## config.mk

```make
export PLATFORM = sky130hd
export DESIGN_NAME = multi_zone_temp_ctrl
export DESIGN_NICKNAME = d
export VERILOG_FILES = /design/src/rtl/multi_zone_temp_pkg.sv /design/src/rtl/multi_zone_temp_ctrl_zone.sv /design/src/rtl/multi_zone_temp_ctrl.sv
export SDC_FILE = /design/constraint.sdc
export NUM_CORES = 1
export LEC_CHECK = 0
export ABC_AREA = 1
export BUFFER_PORTS_ARGS = -buffer_cell sky130_fd_sc_hd__buf_2
export CAP_MARGIN = 5
export CORE_MARGIN = 5
export CORE_UTILIZATION = 45
export DETAILED_ROUTE_END_ITERATION = 8
export PLACE_DENSITY_LB_ADDON = 0.05
export SLEW_MARGIN = 5
export SYNTH_ARGS = -nofsm -noshare
export SYNTH_HDL_FRONTEND = slang
export SYNTH_SLANG_ARGS = --single-unit
```

## constraint.sdc

```tcl
create_clock -name clk -period 17.5 [get_ports clk]
set_clock_uncertainty 0.15 [all_clocks]
set_input_delay 1.75 -clock clk [delete_from_list [all_inputs] [get_ports clk]]
set_output_delay 1.75 -clock clk [all_outputs]
set_load 0.01 [all_outputs]
```

## src/rtl/multi_zone_temp_pkg.sv

```systemverilog
// Shared definitions for the multi-zone temperature controller.
//   zone_state_t : per-zone FSM state (IDLE, HEAT, COOL, LOCKOUT)
//   cnt_w        : width needed for a counter that must reach a given value
//   sat_sub      : a - b, clamped at 0
//   sat_add      : a + b, clamped at 2^w - 1
// The threshold helpers work on 32-bit values, so temperatures up to 31
// bits wide always keep the carry/borrow bit.
package multi_zone_temp_pkg;

  typedef enum logic [1:0] {
    ZS_IDLE    = 2'd0,
    ZS_HEAT    = 2'd1,
    ZS_COOL    = 2'd2,
    ZS_LOCKOUT = 2'd3
  } zone_state_t;

  function automatic int cnt_w(input int max_val);
    return (max_val < 1) ? 1 : $clog2(max_val + 1);
  endfunction

  function automatic logic [31:0] sat_sub(input logic [31:0] a, input logic [31:0] b);
    return (a > b) ? (a - b) : 32'd0;
  endfunction

  function automatic logic [31:0] sat_add(input logic [31:0] a, input logic [31:0] b,
                                          input int w);
    logic [32:0] sum;
    logic [32:0] lim;
    sum = {1'b0, a} + {1'b0, b};
    lim = (33'd1 << w) - 33'd1;
    return (sum > lim) ? lim[31:0] : sum[31:0];
  endfunction

endpackage

```

## src/rtl/multi_zone_temp_ctrl_zone.sv

```systemverilog
// tc_zone_fsm: one temperature zone. It computes the hysteresis thresholds,
// raises a request toward the shared budget arbiter and runs the
// IDLE/HEAT/COOL/LOCKOUT state machine with its on/off (and optional
// watchdog run) counters.
// Optional feature macro: ATC_WATCHDOG_EN (run counter and sticky fault).
// Ports:
//   clk, reset         clock, synchronous active-low reset
//   en                 zone enable
//   current_temp       measured temperature
//   desired_temp       set point
//   temp_tolerance     hysteresis half-band
//   fault_clr          clears a latched watchdog fault
//   grant              budget slot granted this cycle
//   req                zone wants a slot
//   heater_on          heater drive (state HEAT)
//   cooler_on          cooler drive (state COOL)
//   fault              sticky watchdog fault
//   state              current FSM state (debug / active counting)
//
// Request/grant: req is combinational from registered state and the current
// inputs, and is only high in IDLE. The arbiter may assert grant only in a
// cycle where req is high; a grant is consumed at that same clock edge and
// there is no holding of either signal across cycles.
module tc_zone_fsm
  import multi_zone_temp_pkg::*;
#(
  parameter int TEMP_W  = 8,
  parameter int TOL_W   = 4,
  parameter int MIN_ON  = 8,
  parameter int MIN_OFF = 6,
  parameter int MAX_RUN = 4096
) (
  input  logic              clk,
  input  logic              reset,
  input  logic              en,
  input  logic [TEMP_W-1:0] current_temp,
  input  logic [TEMP_W-1:0] desired_temp,
  input  logic [TOL_W-1:0]  temp_tolerance,
  input  logic              fault_clr,
  input  logic              grant,
  output logic              req,
  output logic              heater_on,
  output logic              cooler_on,
  output logic              fault,
  output zone_state_t       state
);

  localparam int ON_W  = cnt_w(MIN_ON);
  localparam int OFF_W = cnt_w(MIN_OFF);
  localparam logic [ON_W-1:0]  ON_LIM  = ON_W'(MIN_ON);
  localparam logic [OFF_W-1:0] OFF_LIM = OFF_W'(MIN_OFF);

  zone_state_t      state_n;
  logic [ON_W-1:0]  on_cnt, on_n;
  logic [OFF_W-1:0] off_cnt, off_n;
  logic [31:0]      cur, des, lo, hi;
  logic             want_heat, want_cool, on_sat, done, trip;

  assign cur = 32'(current_temp);
  assign des = 32'(desired_temp);
  assign lo  = sat_sub(des, 32'(temp_tolerance));
  assign hi  = sat_add(des, 32'(temp_tolerance), TEMP_W);

  assign want_heat = cur < lo;
  assign want_cool = cur > hi;
  assign req       = (state == ZS_IDLE) && en && !fault && (want_heat || want_cool);

  assign heater_on = (state == ZS_HEAT);
  assign cooler_on = (state == ZS_COOL);

  // A run may only end normally once it has been on for MIN_ON cycles and the
  // zone has reached (not merely entered the band around) the set point.
  assign on_sat = (on_cnt >= ON_LIM);
  assign done   = on_sat && ((heater_on && cur >= des) || (cooler_on && cur <= des));

  always_ff @(posedge clk) begin
    if (!reset) begin
      state   <= ZS_IDLE;
      on_cnt  <= '0;
      off_cnt <= '0;
    end else begin
      state   <= state_n;
      on_cnt  <= on_n;
      off_cnt <= off_n;
    end
  end

  always_comb begin
    state_n = state;
    on_n    = on_cnt;
    off_n   = off_cnt;
    case (state)
      ZS_IDLE: begin
        if (grant && want_heat) begin
          state_n = ZS_HEAT;
          on_n    = ON_W'(1);
        end else if (grant && want_cool) begin
          state_n = ZS_COOL;
          on_n    = ON_W'(1);
        end
      end
      ZS_HEAT, ZS_COOL: begin
        // Disable overrides MIN_ON; every exit passes through LOCKOUT so a
        // direct heat/cool reversal cannot happen.
        if (!en || done || trip) begin
          state_n = ZS_LOCKOUT;
          off_n   = OFF_W'(1);
        end else if (!on_sat) begin
          on_n = on_cnt + 1'b1;
        end
      end
      ZS_LOCKOUT: begin
        if (off_cnt >= OFF_LIM) begin
          state_n = ZS_IDLE;
        end else begin
          off_n = off_cnt + 1'b1;
        end
      end
      default: state_n = ZS_IDLE;
    endcase
  end

`ifdef ATC_WATCHDOG_EN
  localparam int RUN_W = cnt_w(MAX_RUN);
  localparam logic [RUN_W-1:0] RUN_LIM = RUN_W'(MAX_RUN);

  logic [RUN_W-1:0] run_cnt;

  // A run that ends normally on the same edge is not a watchdog trip.
  assign trip = (heater_on || cooler_on) && en && !done && (run_cnt >= RUN_LIM);

  always_ff @(posedge clk) begin
    if (!reset) begin
      run_cnt <= '0;
      fault   <= 1'b0;
    end else begin
      if (heater_on || cooler_on) begin
        if (run_cnt != RUN_LIM) run_cnt <= run_cnt + 1'b1;
      end else begin
        run_cnt <= grant ? RUN_W'(1) : '0;
      end
      // A trip in the same cycle as a clear leaves the fault set.
      if (trip) begin
        fault <= 1'b1;
      end else if (fault_clr) begin
        fault <= 1'b0;
      end
    end
  end
`else
  assign trip = 1'b0;

  // Without the watchdog nothing can set the fault, so it stays at its reset
  // value of 0 and a clear pulse has no visible effect.
  always_ff @(posedge clk) begin
    if (!reset) begin
      fault <= 1'b0;
    end else if (fault_clr || (MAX_RUN < 1)) begin
      fault <= 1'b0;
    end
  end
`endif

endmodule

```

## src/rtl/multi_zone_temp_ctrl.sv

```systemverilog
// multi_zone_temp_ctrl: NUM_ZONES heater/cooler pairs with hysteresis,
// minimum on/off dwell and a shared power budget of MAX_ACTIVE simultaneous
// actuators granted round-robin.
// Optional feature macro: ATC_WATCHDOG_EN (per-zone run watchdog, MAX_RUN).
// Ports:
//   clk            system clock (rising edge)
//   reset          synchronous active-low reset
//   zone_en        per-zone enable
//   current_temp   packed temperatures, zone i at [i*TEMP_W +: TEMP_W]
//   desired_temp   packed set points, same layout
//   temp_tolerance hysteresis band shared by all zones
//   fault_clr      per-zone fault clear pulse
//   heater_on      per-zone heater drive
//   cooler_on      per-zone cooler drive
//   zone_fault     per-zone sticky watchdog fault
//   active_cnt     number of zones currently in HEAT or COOL
module multi_zone_temp_ctrl
  import multi_zone_temp_pkg::*;
#(
  parameter int NUM_ZONES  = 4,
  parameter int TEMP_W     = 8,
  parameter int TOL_W      = 4,
  parameter int MIN_ON     = 8,
  parameter int MIN_OFF    = 6,
  parameter int MAX_ACTIVE = 2,
  parameter int MAX_RUN    = 4096
) (
  input  logic                          clk,
  input  logic                          reset,
  input  logic [NUM_ZONES-1:0]          zone_en,
  input  logic [NUM_ZONES*TEMP_W-1:0]   current_temp,
  input  logic [NUM_ZONES*TEMP_W-1:0]   desired_temp,
  input  logic [TOL_W-1:0]              temp_tolerance,
  input  logic [NUM_ZONES-1:0]          fault_clr,
  output logic [NUM_ZONES-1:0]          heater_on,
  output logic [NUM_ZONES-1:0]          cooler_on,
  output logic [NUM_ZONES-1:0]          zone_fault,
  output logic [$clog2(NUM_ZONES+1)-1:0] active_cnt
);

  localparam int AW  = $clog2(NUM_ZONES + 1);
  localparam int PW  = (NUM_ZONES > 1) ? $clog2(NUM_ZONES) : 1;
  localparam int PW1 = PW + 1;

  logic [NUM_ZONES-1:0] req, grant, active;
  zone_state_t          zone_state [NUM_ZONES];
  logic [PW-1:0]        rr, rr_n, idx;
  logic [PW1-1:0]       pos, nxt;
  logic [AW-1:0]        cnt_sum, free, n_granted;

  for (genvar g = 0; g < NUM_ZONES; g++) begin : g_zone
    tc_zone_fsm #(
      .TEMP_W (TEMP_W),
      .TOL_W  (TOL_W),
      .MIN_ON (MIN_ON),
      .MIN_OFF(MIN_OFF),
      .MAX_RUN(MAX_RUN)
    ) u_zone (
      .clk           (clk),
      .reset         (reset),
      .en            (zone_en[g]),
      .current_temp  (current_temp[g*TEMP_W +: TEMP_W]),
      .desired_temp  (desired_temp[g*TEMP_W +: TEMP_W]),
      .temp_tolerance(temp_tolerance),
      .fault_clr     (fault_clr[g]),
      .grant         (grant[g]),
      .req           (req[g]),
      .heater_on     (heater_on[g]),
      .cooler_on     (cooler_on[g]),
      .fault         (zone_fault[g]),
      .state         (zone_state[g])
    );
    assign active[g] = (zone_state[g] == ZS_HEAT) || (zone_state[g] == ZS_COOL);
  end

  // Counted from registered zone states, so a slot freed at this edge only
  // becomes available to the arbiter on the following edge.
  always_comb begin
    cnt_sum = '0;
    for (int i = 0; i < NUM_ZONES; i++) begin
      cnt_sum = cnt_sum + AW'(active[i]);
    end
  end

  assign active_cnt = cnt_sum;
  assign free       = AW'(MAX_ACTIVE) - cnt_sum;

  // Scan zones starting at the round-robin pointer, wrapping once, and grant
  // requesters until the free slots are used up. The pointer lands one past
  // the last zone granted this cycle.
  always_comb begin
    grant     = '0;
    rr_n      = rr;
    n_granted = '0;
    pos       = '0;
    nxt       = '0;
    idx       = '0;
    for (int i = 0; i < NUM_ZONES; i++) begin
      pos = {1'b0, rr} + PW1'(i);
      if (pos >= PW1'(NUM_ZONES)) pos = pos - PW1'(NUM_ZONES);
      idx = pos[PW-1:0];
      if (req[idx] && (n_granted < free)) begin
        grant[idx] = 1'b1;
        n_granted  = n_granted + 1'b1;
        nxt        = pos + 1'b1;
        rr_n       = (nxt == PW1'(NUM_ZONES)) ? '0 : nxt[PW-1:0];
      end
    end
  end

  always_ff @(posedge clk) begin
    if (!reset) begin
      rr <= '0;
    end else begin
      rr <= rr_n;
    end
  end

endmodule

```

==> impl_metrics.json <==
{
  "areaGrowthSynthToFinish_pct": 9.23,
  "drt_first_iter_violations": 357,
  "synth_top_family_by_area": "simple AND/OR/NAND/NOR gates",
  "yosysWarnings": 0,
  "io_pins": 93,
  "peakVddDrop_mv": 0.0977,
  "ctsHoldBuffers": 0,
  "synth_cell_type_count": 46,
  "status": "completed",
  "cpPeakStageDelay_ps": 400,
  "power.density_nw_per_um2": 131,
  "viasPerCell": 5.07,
  "place_hpwl_um": 16200,
  "crit_slowest_cell": "a31oi_1",
  "die_h_um": 139,
  "dr.max_layer_used": "met4",
  "clock_sinks": 38,
  "cts_tree": "yes",
  "period_needed_ps": 8280,
  "fin_util_pct": 49.9,
  "clk_pin_slew_worst_paths_ps": 60,
  "fillCellCount": 1756,
  "required_ps": 17480,
  "mostFrequentLayoutCell": "nand2_1",
  "wire_per_inst_um": 13.0,
  "wl_met2_um": 8180,
  "dr.pass1.iters": 6,
  "synthCells": 1165,
  "nets": 1492,
  "cts_buffers": 5,
  "die_x_um": 139,
  "cts_buffer_depth": 2,
  "endpoint_kind": "register",
  "avgSynthCellArea_um2": 6.45,
  "antenna_cells": 0,
  "grt_pass1_wl_um": 31400,
  "grt.total_usage_pct": 19.0,
  "dp_cells": 1448,
  "start_util_pct": 45.7,
  "clock_latency_ps": 280,
  "drc_errors": 0,
  "finalSetupViolations": 0,
  "wirelength_um": 19000,
  "synth_edf_count": 0,
  "worstMarginPinSlew_ps": 805,
  "yosysSeqAreaShare_pct": 10.1,
  "synthAdderAreaFrac_pct": 30.8,
  "routedLengthMet1_um": 9840,
  "antenna_found_initial": 0,
  "maxCapViolCount": 0,
  "hold_class": "reg2reg",
  "gr-total-overflow": 0,
  "fmax_ghz": 0.121,
  "met3_length_um": 713,
  "synth.area.top_cells": "ha_1 28%, nand2_1 12%, dfxtp_1 10%",
  "gp_congestion": 0.889,
  "grt_pass1_vias": 6577,
  "drtAntennaViolNets": 0,
  "multi_input_area_um2": 5920,
  "coreArea_um2": 16500,
  "synthArstFlopShare_pct": 0,
  "crit_fanout": 12,
  "synthMuxAreaShare_pct": 0,
  "path_buf_inv": 5,
  "layout_common_cells": "245 x nand2_1, 170 x inv_1, 169 x ha_1",
  "synth-main-ff-cell": "dfxtp_1",
  "yosys.area.top_type": "ha_1",
  "cp_common_cell": "nand2_1",
  "htreeDepth": 2,
  "arrival_ps": 8270,
  "drv_slew": 0,
  "drive_gt1_share_pct": 13.3,
  "finalCritPeriodShare_pct": 47.3,
  "hold_violations": 0,
  "critPathKind": "in2reg",
  "cts-root-buf": "clkbuf_16",
  "setup_tns_ps": 0,
  "relSlewSlack_pct": 46.3,
  "synth-seq-cells": 38,
  "crit_path_start_kind": "primary input",
  "instances_no_fill": 1456,
  "synth_compound_area_share_pct": 15.4,
  "yosysTopAreaCellShare_pct": 28.1,
  "portBuffers": 84,
  "synth_simple_gate_area_share_pct": 32.0,
  "rsz0062_at_grt": "no",
  "synth.cell_area_um2": 7520,
  "cts_resized": 0,
  "synth_xor_area_share_pct": 0.349,
  "cts_setup_buffers": 0,
  "path_delay_family": "simple AND/OR/NAND/NOR gates",
  "p_leak_nw": 4.37,
  "grt_max_degree": 23,
  "die_area_um2": 19400,
  "vias": 7387,
  "rows": 47,
  "regArea_um2": 761
}
-- synth_stat cells (13+ instances only) --
library cell  number
nand2_1          245
inv_1            170
ha_1             169
nor2_1           117
a21oi_1           99
nand3_1           89
o21ai_0           48
dfxtp_1           38
or2_2             18
nand2_2           17
buf_4             15
inv_2             14
nand4_1           13
-- worst min-delay path: stages (launching register included) --
cell and delay (ps):
dfxtp_1 310, inv_1 50, a21oi_1 50
-- registers in the layout, summed over array words and instances (netlist names) --
register	count
g_zone.u_zone.off_cnt	12
g_zone.u_zone.on_cnt	16
g_zone.u_zone.state	8
rr	2
-- power breakdown --
part	switching, mW	internal (mW)
combinational	0.558	0.301
clock	0.0352	0.0565
sequential	0.0176	0.108
total	0.610	0.465
-- logic make-up after synthesis --
logic type / after synthesis
compound gates: 202
simple gates: 534
flops: 38
buf+inv: 208
other cells: 1
fa+ha+maj: 179
xor+xnor: 3
-- layout make-up --
| type | instances | area share, % |
|---|---|---|
| clock inverters | 1 | 0.0609 |
| flip-flops and latches | 38 | 9.26 |
| inverters | 184 | 8.41 |
| well taps | 220 | 3.35 |
| clock buffers | 7 | 1.74 |
| multi-input cells | 922 | 72.1 |
| repair buffers | 84 | 5.12 |
-- final timing paths --
check,start,to,slack [ps],cells past startpoint
worst max-delay path,temp_tolerance[3],g_zone[2].u_zone.on_cnt[0],9220,40
worst min-delay path,g_zone[3].u_zone.on_cnt[3],g_zone[3].u_zone.on_cnt[3],310,2
worst min register to register,g_zone[3].u_zone.on_cnt[3],g_zone[3].u_zone.on_cnt[3],310,2
worst max register to register,g_zone[3].u_zone.state[0],g_zone[2].u_zone.on_cnt[0],11360,29
-- stage by stage --
stage | instance area, um2 | total power [mW] | hold slack, ps | setup WS (ps)
CTS | 8210 | 1.08 | 311 | 9230
finish | 8210 | 1.08 | 308 | 9220
detailed placement | 8070 | 0.983 | 303 | 8960
global route | 8210 | 1.22 | 339 | 8410
global placement | 8070 | 0.984 | 300 | 8980
floorplan | 7530 | 0.815 | 276 | 10260
-- layer usage --
layer  vias up  global-route usage, %
li1       3988                      -
met1      3243                   27.9
met2       137                   30.3
met3        19                   2.57
met4         0                   3.19
met5         -                      0
Power figures use the tool's default switching activity.
